$ cat config.mk
export PLATFORM = sky130hd
export DESIGN_NAME = systolic_mac_array
export DESIGN_NICKNAME = d
export VERILOG_FILES = /design/src/rtl/systolic_mac_array.sv
export SDC_FILE = /design/constraint.sdc
export NUM_CORES = 2
export LEC_CHECK = 0
export ABC_AREA = 1
export BUFFER_PORTS_ARGS = -buffer_cell sky130_fd_sc_hd__buf_2
export CAP_MARGIN = 0
export CELL_PAD_IN_SITES_DETAIL_PLACEMENT = 2
export CELL_PAD_IN_SITES_GLOBAL_PLACEMENT = 2
export CORE_UTILIZATION = 41
export DETAILED_ROUTE_END_ITERATION = 6
export PLACE_DENSITY_LB_ADDON = 0.12
export SETUP_SLACK_MARGIN = 0.3
export SLEW_MARGIN = 20
export SYNTH_ARGS = -nofsm -noshare
export SYNTH_HDL_FRONTEND = slang
export SYNTH_SLANG_ARGS = --single-unit
$ cat constraint.sdc
create_clock -name sys_clk -period 6.8 [get_ports sys_clk]
set_input_delay 2.04 -clock sys_clk [delete_from_list [all_inputs] [get_ports sys_clk]]
set_output_delay 2.04 -clock sys_clk [all_outputs]
set_load 0.005 [all_outputs]
$ cat src/rtl/systolic_mac_array.sv
// Output-stationary systolic MAC array.
// Streams of A (one element per row) and B (one element per column) are
// skewed so that beat t meets in cell (r,c) on advance t+r+c. Each cell
// accumulates A*B, and the finished accumulators are read out one row per
// handshake.
//
// Handshakes: a beat transfers on a rising edge where valid and ready are
// both high. Ready never depends combinationally on valid. A producer holding
// valid keeps its payload stable until the transfer.
module systolic_mac_array #(
    parameter int ROWS = 4,
    parameter int COLS = 4,
    parameter int DW   = 8,
    parameter int AW   = 20,
    parameter int KW   = 8,
    parameter int SAT  = 0
) (
    input  logic                                      sys_clk,
    input  logic                                      sys_rst_n,
    input  logic                                      start,
    input  logic [KW-1:0]                             k_len,
    input  logic [ROWS*DW-1:0]                        a_in,
    input  logic [COLS*DW-1:0]                        b_in,
    input  logic                                      in_valid,
    output logic                                      in_ready,
    output logic [COLS*AW-1:0]                        out_data,
    output logic [((ROWS > 1) ? $clog2(ROWS) : 1)-1:0] out_row,
    output logic                                      out_valid,
    input  logic                                      out_ready,
    output logic                                      out_last,
    output logic                                      busy,
    output logic [1:0]                                fsm_state
);

    localparam int RW        = (ROWS > 1) ? $clog2(ROWS) : 1;
    localparam int FW        = $clog2(ROWS + COLS);
    localparam int FLUSH_LEN = ROWS + COLS - 2;
    // Triangular skew storage: row r owns r registers starting at r*(r-1)/2.
    localparam int ASN       = (ROWS > 1) ? (ROWS * (ROWS - 1)) / 2 : 1;
    localparam int BSN       = (COLS > 1) ? (COLS * (COLS - 1)) / 2 : 1;
    localparam int APW       = (COLS > 1) ? COLS - 1 : 1;
    localparam int BPH       = (ROWS > 1) ? ROWS - 1 : 1;

    localparam logic [1:0] IDLE  = 2'd0;
    localparam logic [1:0] LOAD  = 2'd1;
    localparam logic [1:0] FLUSH = 2'd2;
    localparam logic [1:0] DRAIN = 2'd3;

    logic [1:0]    state;
    logic [KW-1:0] k_lat;
    logic [KW-1:0] beat_cnt;
    logic [FW-1:0] flush_cnt;
    logic [RW-1:0] row_cnt;

    logic beat_fire;
    logic last_beat;
    logic out_fire;
    logic adv;
    logic job_start;

    logic [DW-1:0] a_edge [ROWS];
    logic [DW-1:0] b_edge [COLS];
    logic [DW-1:0] a_skw  [ROWS];
    logic [DW-1:0] b_skw  [COLS];
    logic [DW-1:0] a_sk   [ASN];
    logic [DW-1:0] b_sk   [BSN];
    logic [DW-1:0] a_op   [ROWS][COLS];
    logic [DW-1:0] b_op   [ROWS][COLS];
    logic [DW-1:0] a_pass [ROWS][APW];
    logic [DW-1:0] b_pass [BPH][COLS];
    logic [AW-1:0] acc    [ROWS][COLS];
    logic [AW-1:0] acc_nxt[ROWS][COLS];

    assign job_start = (state == IDLE) && start;
    assign beat_fire = (state == LOAD) && in_valid;
    assign last_beat = beat_fire && (beat_cnt == k_lat - KW'(1));
    assign out_fire  = out_valid && out_ready;
    // The whole array moves together: on accepted beats and throughout FLUSH.
    assign adv       = beat_fire || (state == FLUSH);

    assign in_ready  = (state == LOAD);
    assign out_valid = (state == DRAIN);
    assign out_row   = row_cnt;
    assign out_last  = (state == DRAIN) && (row_cnt == RW'(ROWS - 1));
    assign busy      = (state != IDLE);
    assign fsm_state = state;

    // Job sequencing: IDLE -> LOAD (k beats) -> FLUSH (skew drain) -> DRAIN.
    always_ff @(posedge sys_clk or negedge sys_rst_n) begin
        if (!sys_rst_n) begin
            state     <= IDLE;
            k_lat     <= '0;
            beat_cnt  <= '0;
            flush_cnt <= '0;
            row_cnt   <= '0;
        end else begin
            case (state)
                IDLE: begin
                    if (start) begin
                        k_lat     <= k_len;
                        beat_cnt  <= '0;
                        flush_cnt <= '0;
                        row_cnt   <= '0;
                        state     <= (k_len != '0) ? LOAD : DRAIN;
                    end
                end
                LOAD: begin
                    if (beat_fire) begin
                        if (last_beat) begin
                            beat_cnt <= '0;
                            state    <= (ROWS + COLS > 2) ? FLUSH : DRAIN;
                        end else begin
                            beat_cnt <= beat_cnt + KW'(1);
                        end
                    end
                end
                FLUSH: begin
                    if (flush_cnt == FW'(FLUSH_LEN - 1)) begin
                        flush_cnt <= '0;
                        state     <= DRAIN;
                    end else begin
                        flush_cnt <= flush_cnt + FW'(1);
                    end
                end
                DRAIN: begin
                    if (out_fire) begin
                        if (row_cnt == RW'(ROWS - 1)) begin
                            row_cnt <= '0;
                            state   <= IDLE;
                        end else begin
                            row_cnt <= row_cnt + RW'(1);
                        end
                    end
                end
                default: state <= IDLE;
            endcase
        end
    end

    // Array edges: live operands while loading, zeros while flushing.
    for (genvar r = 0; r < ROWS; r++) begin : g_arow
        assign a_edge[r] = (state == LOAD) ? a_in[r*DW +: DW] : '0;
        if (r == 0) begin : g_nodly
            assign a_skw[r] = a_edge[r];
        end else begin : g_dly
            assign a_skw[r] = a_sk[(r * (r - 1)) / 2 + r - 1];
        end
    end

    for (genvar c = 0; c < COLS; c++) begin : g_bcol
        assign b_edge[c] = (state == LOAD) ? b_in[c*DW +: DW] : '0;
        if (c == 0) begin : g_nodly
            assign b_skw[c] = b_edge[c];
        end else begin : g_dly
            assign b_skw[c] = b_sk[(c * (c - 1)) / 2 + c - 1];
        end
    end

    // Per-cell operand routing and multiply-accumulate (wrapping or clamped).
    for (genvar r = 0; r < ROWS; r++) begin : g_row
        for (genvar c = 0; c < COLS; c++) begin : g_cell
            logic signed [2*DW-1:0] prod;
            logic signed [AW:0]     sum;
            logic                   ovf;

            if (c == 0) begin : g_aw
                assign a_op[r][c] = a_skw[r];
            end else begin : g_ap
                assign a_op[r][c] = a_pass[r][c-1];
            end

            if (r == 0) begin : g_bn
                assign b_op[r][c] = b_skw[c];
            end else begin : g_bp
                assign b_op[r][c] = b_pass[r-1][c];
            end

            assign prod = (2*DW)'($signed(a_op[r][c])) * (2*DW)'($signed(b_op[r][c]));
            assign sum  = (AW+1)'($signed(acc[r][c])) + (AW+1)'(prod);
            // One extra sum bit holds the true sign; disagreement means overflow.
            assign ovf  = (SAT != 0) && (sum[AW] != sum[AW-1]);
            assign acc_nxt[r][c] = !ovf ? sum[AW-1:0]
                                 : (sum[AW] ? {1'b1, {(AW-1){1'b0}}}
                                            : {1'b0, {(AW-1){1'b1}}});
        end
    end

    // Skew chains, pass registers and accumulators: clear on start, step on advance.
    always_ff @(posedge sys_clk or negedge sys_rst_n) begin
        if (!sys_rst_n) begin
            for (int i = 0; i < ASN; i++) a_sk[i] <= '0;
            for (int i = 0; i < BSN; i++) b_sk[i] <= '0;
            for (int r = 0; r < ROWS; r++)
                for (int c = 0; c < APW; c++) a_pass[r][c] <= '0;
            for (int r = 0; r < BPH; r++)
                for (int c = 0; c < COLS; c++) b_pass[r][c] <= '0;
            for (int r = 0; r < ROWS; r++)
                for (int c = 0; c < COLS; c++) acc[r][c] <= '0;
        end else if (job_start) begin
            for (int i = 0; i < ASN; i++) a_sk[i] <= '0;
            for (int i = 0; i < BSN; i++) b_sk[i] <= '0;
            for (int r = 0; r < ROWS; r++)
                for (int c = 0; c < APW; c++) a_pass[r][c] <= '0;
            for (int r = 0; r < BPH; r++)
                for (int c = 0; c < COLS; c++) b_pass[r][c] <= '0;
            for (int r = 0; r < ROWS; r++)
                for (int c = 0; c < COLS; c++) acc[r][c] <= '0;
        end else if (adv) begin
            // Shift the packed storage as one line, then overwrite each chain head;
            // the later head assignment wins over the cross-chain shift.
            for (int i = 1; i < ASN; i++) a_sk[i] <= a_sk[i-1];
            for (int r = 1; r < ROWS; r++) a_sk[(r * (r - 1)) / 2] <= a_edge[r];
            for (int i = 1; i < BSN; i++) b_sk[i] <= b_sk[i-1];
            for (int c = 1; c < COLS; c++) b_sk[(c * (c - 1)) / 2] <= b_edge[c];
            for (int r = 0; r < ROWS; r++)
                for (int c = 0; c < COLS - 1; c++) a_pass[r][c] <= a_op[r][c];
            for (int r = 0; r < ROWS - 1; r++)
                for (int c = 0; c < COLS; c++) b_pass[r][c] <= b_op[r][c];
            for (int r = 0; r < ROWS; r++)
                for (int c = 0; c < COLS; c++) acc[r][c] <= acc_nxt[r][c];
        end
    end

    // Result row mux; zero whenever no row is being presented.
    always_comb begin
        out_data = '0;
        if (state == DRAIN) begin
            for (int c = 0; c < COLS; c++) out_data[c*AW +: AW] = acc[row_cnt][c];
        end
    end

endmodule

* After elaboration in Yosys (flattened, before gate mapping) *
Cells that the tools add are included.

storage, ports and cells
  register bits = 631
  output and inout bits = 88

cells by class
  $add $sub $neg = 20
  multiply operators = 16
  magnitude comparators = 1
  eq/ne operators = 12
  multiplexer cells = 41
  bitwise logic cells = 1
  reductions and logical operators = 18

operators by type and width
  operator                                                            number
  320-bit two-way mux                                                 2
  96-bit two-way mux                                                  4
  20-bit by 16-bit adder with 20-bit output                           16
  8-bit by 8-bit multiplier with 16-bit output                        16
  80-bit two-way mux                                                  3
  48-bit two-way mux                                                  4
  80-bit binary-select mux with 2-bit select                          1
  8-bit two-way mux                                                   11
  2-bit two-way mux                                                   10
  8-bit case mux with 2 select lines                                  1
  2-bit by 1-bit != test with 1-bit output, second input constant     5
  2-bit nonzero test                                                  5
  8-bit by 1-bit adder with 8-bit output, second input constant       1
  8-bit equality test                                                 1
  2-bit case mux with 4 select lines                                  1
  8-bit nonzero test                                                  1
  8-bit by 1-bit subtractor with 8-bit output, second input constant  1
  2-bit equality test, second input constant                          3
  3-bit two-way mux                                                   2
  3-bit case mux with 2 select lines                                  1
  3-bit AND reduction                                                 2
  6-bit AND reduction                                                 1
  1-bit logical AND                                                   5
  2-bit case mux with 2 select lines                                  1
  other kinds (10)                                                    11

* Longest topological paths before layout *
  depth in word-level cells = 6
  mapped depth = 28
  mapped depth without buffers = 26

* Worst setup path before layout *
OpenSTA, ideal clock, no wires.

  path kind = input port to flip-flop
  from = input a_in[7]
  to = register, netlist name acc[318]
  arrival = 6.855 ns
  data required time = 6.683 ns
  slack = -0.173 ns
  stages = 17
  cells stage by stage = nand2_1 nor2_1 fa_1 fa_1 fa_1 fa_1 fa_1 ha_1 nand3_1 nand2_1 inv_1 o21ai_0 nand3_1 nand2_1 nand2_1 nand3_1 nand2_1

on the way
  cells in the longest elaborated chain, start to end = 5

ends and longest elaborated chain
  what                                          RTL line  source
  start, declared                               22        input logic [ROWS*DW-1:0] a_in,
  8-bit two-way mux                             142       assign a_edge[r] = (state == LOAD) ? a_in[r*DW +: DW] : '0;
  8-bit by 8-bit multiplier with 16-bit output  178       assign prod = (2*DW)'($signed(a_op[r][c])) * (2*DW)'($signed(b_op[r][c]));
  20-bit by 16-bit adder with 20-bit output     179       assign sum = (AW+1)'($signed(acc[r][c])) + (AW+1)'(prod);
  320-bit two-way mux                           208       end else if (adv) begin
  320-bit two-way mux                           199       end else if (job_start) begin

No other way between the ends. The select of a mux whose other input is x is not followed.
A chain may end at the register's enable or synchronous reset.

* Final worst setup path *
  from = register state[1] (netlist: fsm_state[1])
  to = register, netlist name acc[318]

on the way
  cells in the longest elaborated chain, start to end = 6
  elaborated cells between the ends (all ways) = 13
  those cells by class = add/sub: 1; mul: 1; eq/ne: 2; mux: 4; reduce/logical: 5

ends and longest elaborated chain
  what                                            RTL line      source
  start, declared                                 49            logic [1:0] state;
  start signal, assigned                          104           state <= (k_len != '0) ? LOAD : DRAIN;
  start signal, assigned                          111           state <= (ROWS + COLS > 2) ? FLUSH : DRAIN;
  2-bit by 1-bit equality test with 1-bit output  75, 142, 151
  8-bit two-way mux (on tied branches)            142, 151
  8-bit by 8-bit multiplier with 16-bit output    178
  20-bit by 16-bit adder with 20-bit output       179
  320-bit two-way mux                             208
  320-bit two-way mux                             199

Parallel ways exist; a longest one is shown, timed or not. The select of a mux whose other input is x is not followed.

==> impl_metrics.ini <==
[cts]
clockBufferDepth = 3
cts_resized = 0
numCtsBuffers = 91
cts_setup_buffers = 0
insertion_delay_ns = 0.76
cts_tree = built
cts_sinks = 631
clockRootBuffer = clkbuf_16
clkTransAtPathRegs_ns = 0.07
htree_levels = 3
hold_buffers = 0

[power_and_ir_drop]
vdd_drop_max_v = 0.0006174
combPwrFrac_pct = 55.0
p_leak_nw = 53.95
switching_power_mw = 13.25
seq_power_share_pct = 23.6
p_total_mw = 25.15
p_int_mw = 11.90
swShare_pct = 52.67
p_per_area_nw_per_um2 = 268.3
clock_power_share_pct = 21.4

[route]
vias = 71140
drc = 0
wl_um = 325000
wl_per_cell_um = 24.18
via_per_inst = 5.292
firstDrtPassIters = 5
drt_iter0_drc = 3093
antenna_left = 0

[placement]
place_congestion = 0.8892
dpl.hpwl_um = 266600
pre_cts_ws_ns = 0.04594
place_area_sq_um = 90490
dpl.cell_count = 13260
port_buffers = 164

[sta]
worst_slew_pin_slew_ns = 1.193
tns_ns = 0
fmax_ghz = 0.1649
slew_violations = 0
slew_headroom_pct = 19.61
fin_crit_ns = 6.064
setup_viol = 0
clock_skew_ns = 0.04002
rsz0062_at_grt = no
holdWs_ns = 0.4844
fin_ws_ns = 0.7358
finalHoldViolCount = 0
fin_crit_sh_pct = 89.18

[logic_synthesis]
synth_top_area_cell = fa_1
syn-cell-area_sq_um = 87290
yosys.area.top_type_share_pct = 32.32
async_flop_share_pct = 100.0
syn_inst = 10650
ys_types = 44
synth_seq_cells = 631
synth_ff_type = dfrtp_1
ys_warn_count = 0
ys_seq_area_share_pct = 18.09
yosys-top-cells-area = fa_1, dfrtp_1, inv_1, ha_1, nand2_1
syn_area_per_cell_sq_um = 8.195
syn_nets = 12880
synth-edff-count = 0

[critical_path]
crit_path_end = acc[318]$_DFFE_PN0P_
endpoint_kind = register
critPathLaunchType = register
timing.rr.start = fsm_state[1]$_DFFE_PN0P_
reg2reg_depth = 22
worst-setup-path-type = reg2reg
reg2reg_slack_ns = 0.74
required_ns = 7.45
cp_max_fo = 36
r2r-end = acc[318]$_DFFE_PN0P_
cp_data_arrival_time_ns = 6.71
crit_start = fsm_state[1]$_DFFE_PN0P_

[floorplan]
dieArea_sq_um = 214700
start_util_pct = 41.20
die_h_um = 463.4
die_x_um = 463.4
core_area_sq_um = 211900
rows = 169
io-pin-count = 165

[finish]
layoutNonFillerInstCount = 13440
seq_area_sq_um = 15800
layout_common_cells = inv_1, nand2_1, fa_1, ha_1, o21ai_0
fin_util_pct = 44.24
multi_input_area_sq_um = 58310
area_growth_pct = 7.388
final_common_cell = inv_1
drive_gt1_share_pct = 4.667
fill_cells = 23840
fin_nets = 12760
postLayoutCellArea_sq_um = 93740

[run]
cap_viol_max_count = 0

[global_routing]
grt-ovfl-total = 0
antenna_found_initial = 22
grt_pass1_wl_um = 506200
grt_pass1_vias = 82930
grt_max_degree = 146
grt_use_total_pct = 30.82

[min_path]
hold_path_class = reg2reg

[outcome]
status = finished, final reports clean
==> worst min path at each step <==
stage	end	startpoint	slack, ns	cells after the start
finish	acc[206]$_DFFE_PN0P_	acc[206]$_DFFE_PN0P_	0.48	2
global route	acc[98]$_DFFE_PN0P_	acc[98]$_DFFE_PN0P_	0.52	2
CTS	acc[206]$_DFFE_PN0P_	acc[206]$_DFFE_PN0P_	0.49	2
detailed placement	acc[178]$_DFFE_PN0P_	acc[178]$_DFFE_PN0P_	0.47	2
global placement	acc[238]$_DFFE_PN0P_	acc[238]$_DFFE_PN0P_	0.47	2
floorplan	acc[118]$_DFFE_PN0P_	acc[118]$_DFFE_PN0P_	0.45	2
==> state kept, by name (all words and copies together) (netlist names) <==
register,cells
flush_cnt,3
a_sk,24
b_sk,24
b_op,120
a_op,120
k_lat,8
acc,320
beat_cnt,8
out_row,2
fsm_state,2
==> final cells by class <==
class                   instances  share of cell area (%)
diodes                         14                 0.03737
clock buffers                 114                   2.704
clock inverters                52                  0.7221
inverters                    3002                   12.05
multi-input cells            6570                   62.21
flip-flops and latches        631                   16.85
well taps                    2821                   3.766
repair buffers                237                   1.658
==> cells in the mapped netlist, types with 3 or more instances <==
library cell	number
buf_4	9
o31ai_1	15
o21ai_2	65
nand4_1	33
o32ai_1	7
o21ai_0	642
nor2_2	3
buf_2	81
xor2_1	26
a21o_1	23
buf_6	17
inv_2	6
nand3b_1	42
dfrtp_1	631
clkinv_1	11
nor3_1	26
fa_1	1409
o21bai_1	19
nand2_1	1736
or2_2	15
a22o_1	9
o22ai_1	225
a31oi_1	16
nor4_1	5
clkbuf_1	333
buf_1	8
ha_1	743
a21oi_1	617
xnor2_1	63
nor2_1	390
o21ai_1	78
nand3_1	336
o21a_1	3
a21boi_0	14
inv_1	2984
==> layer usage <==
metal / share of wire [%] / up-vias / track usage, %
met5: 0.0040 / - / 0
met4: 3.0 / 2 / 9.026
met2: 49 / 1017 / 52.77
met1: 45 / 38000 / 41.16
met3: 3.4 / 347 / 3.162
li1: - / 31770 / -
==> power groups by stage <==
stage | logic (mW) | clock network, mW | registers, mW
CTS | 13.9 | 5.47 | 5.92
global placement | 13.1 | 0 | 5.91
global route | 15.3 | 5.60 | 6.02
finish | 13.8 | 5.39 | 5.94
floorplan | 9.40 | 0 | 4.86
detailed placement | 13.8 | 0 | 5.97
==> worst max-delay path, cell delays in order (launching register included) <==
cell and delay [ns]:
dfrtp_1 0.43, inv_1 0.17, ha_4 0.62, nand2_1 0.21
buf_12 0.19, inv_1 0.10, nand2_1 0.16, fa_1 0.67
fa_1 0.70, inv_1 0.13, fa_1 0.49, inv_1 0.05
fa_1 0.47, inv_1 0.04, ha_1 0.27, ha_1 0.32
inv_1 0.10, nor3_1 0.28, nand3_1 0.18, nand2_1 0.11
nand2_1 0.05, nand3_1 0.07, nand2_1 0.06
==> cells by family (layout without fill, tap and decap cells) <==
| group | after synthesis | in the layout | synth area share [%] |
|---|---|---|---|
| flops | 631 | 631 | 18.09 |
| simple gates | 2591 | 2591 | 12.02 |
| buf+inv | 3450 | 3405 | 15.14 |
| compound gates | 1738 | 1738 | 10.89 |
| fa+ha+maj | 2152 | 2152 | 42.97 |
| xor+xnor | 89 | 89 | 0.8930 |
| other cells | 0 | 14 | 0 |
No activity file was read; power rests on OpenSTA's default activity.
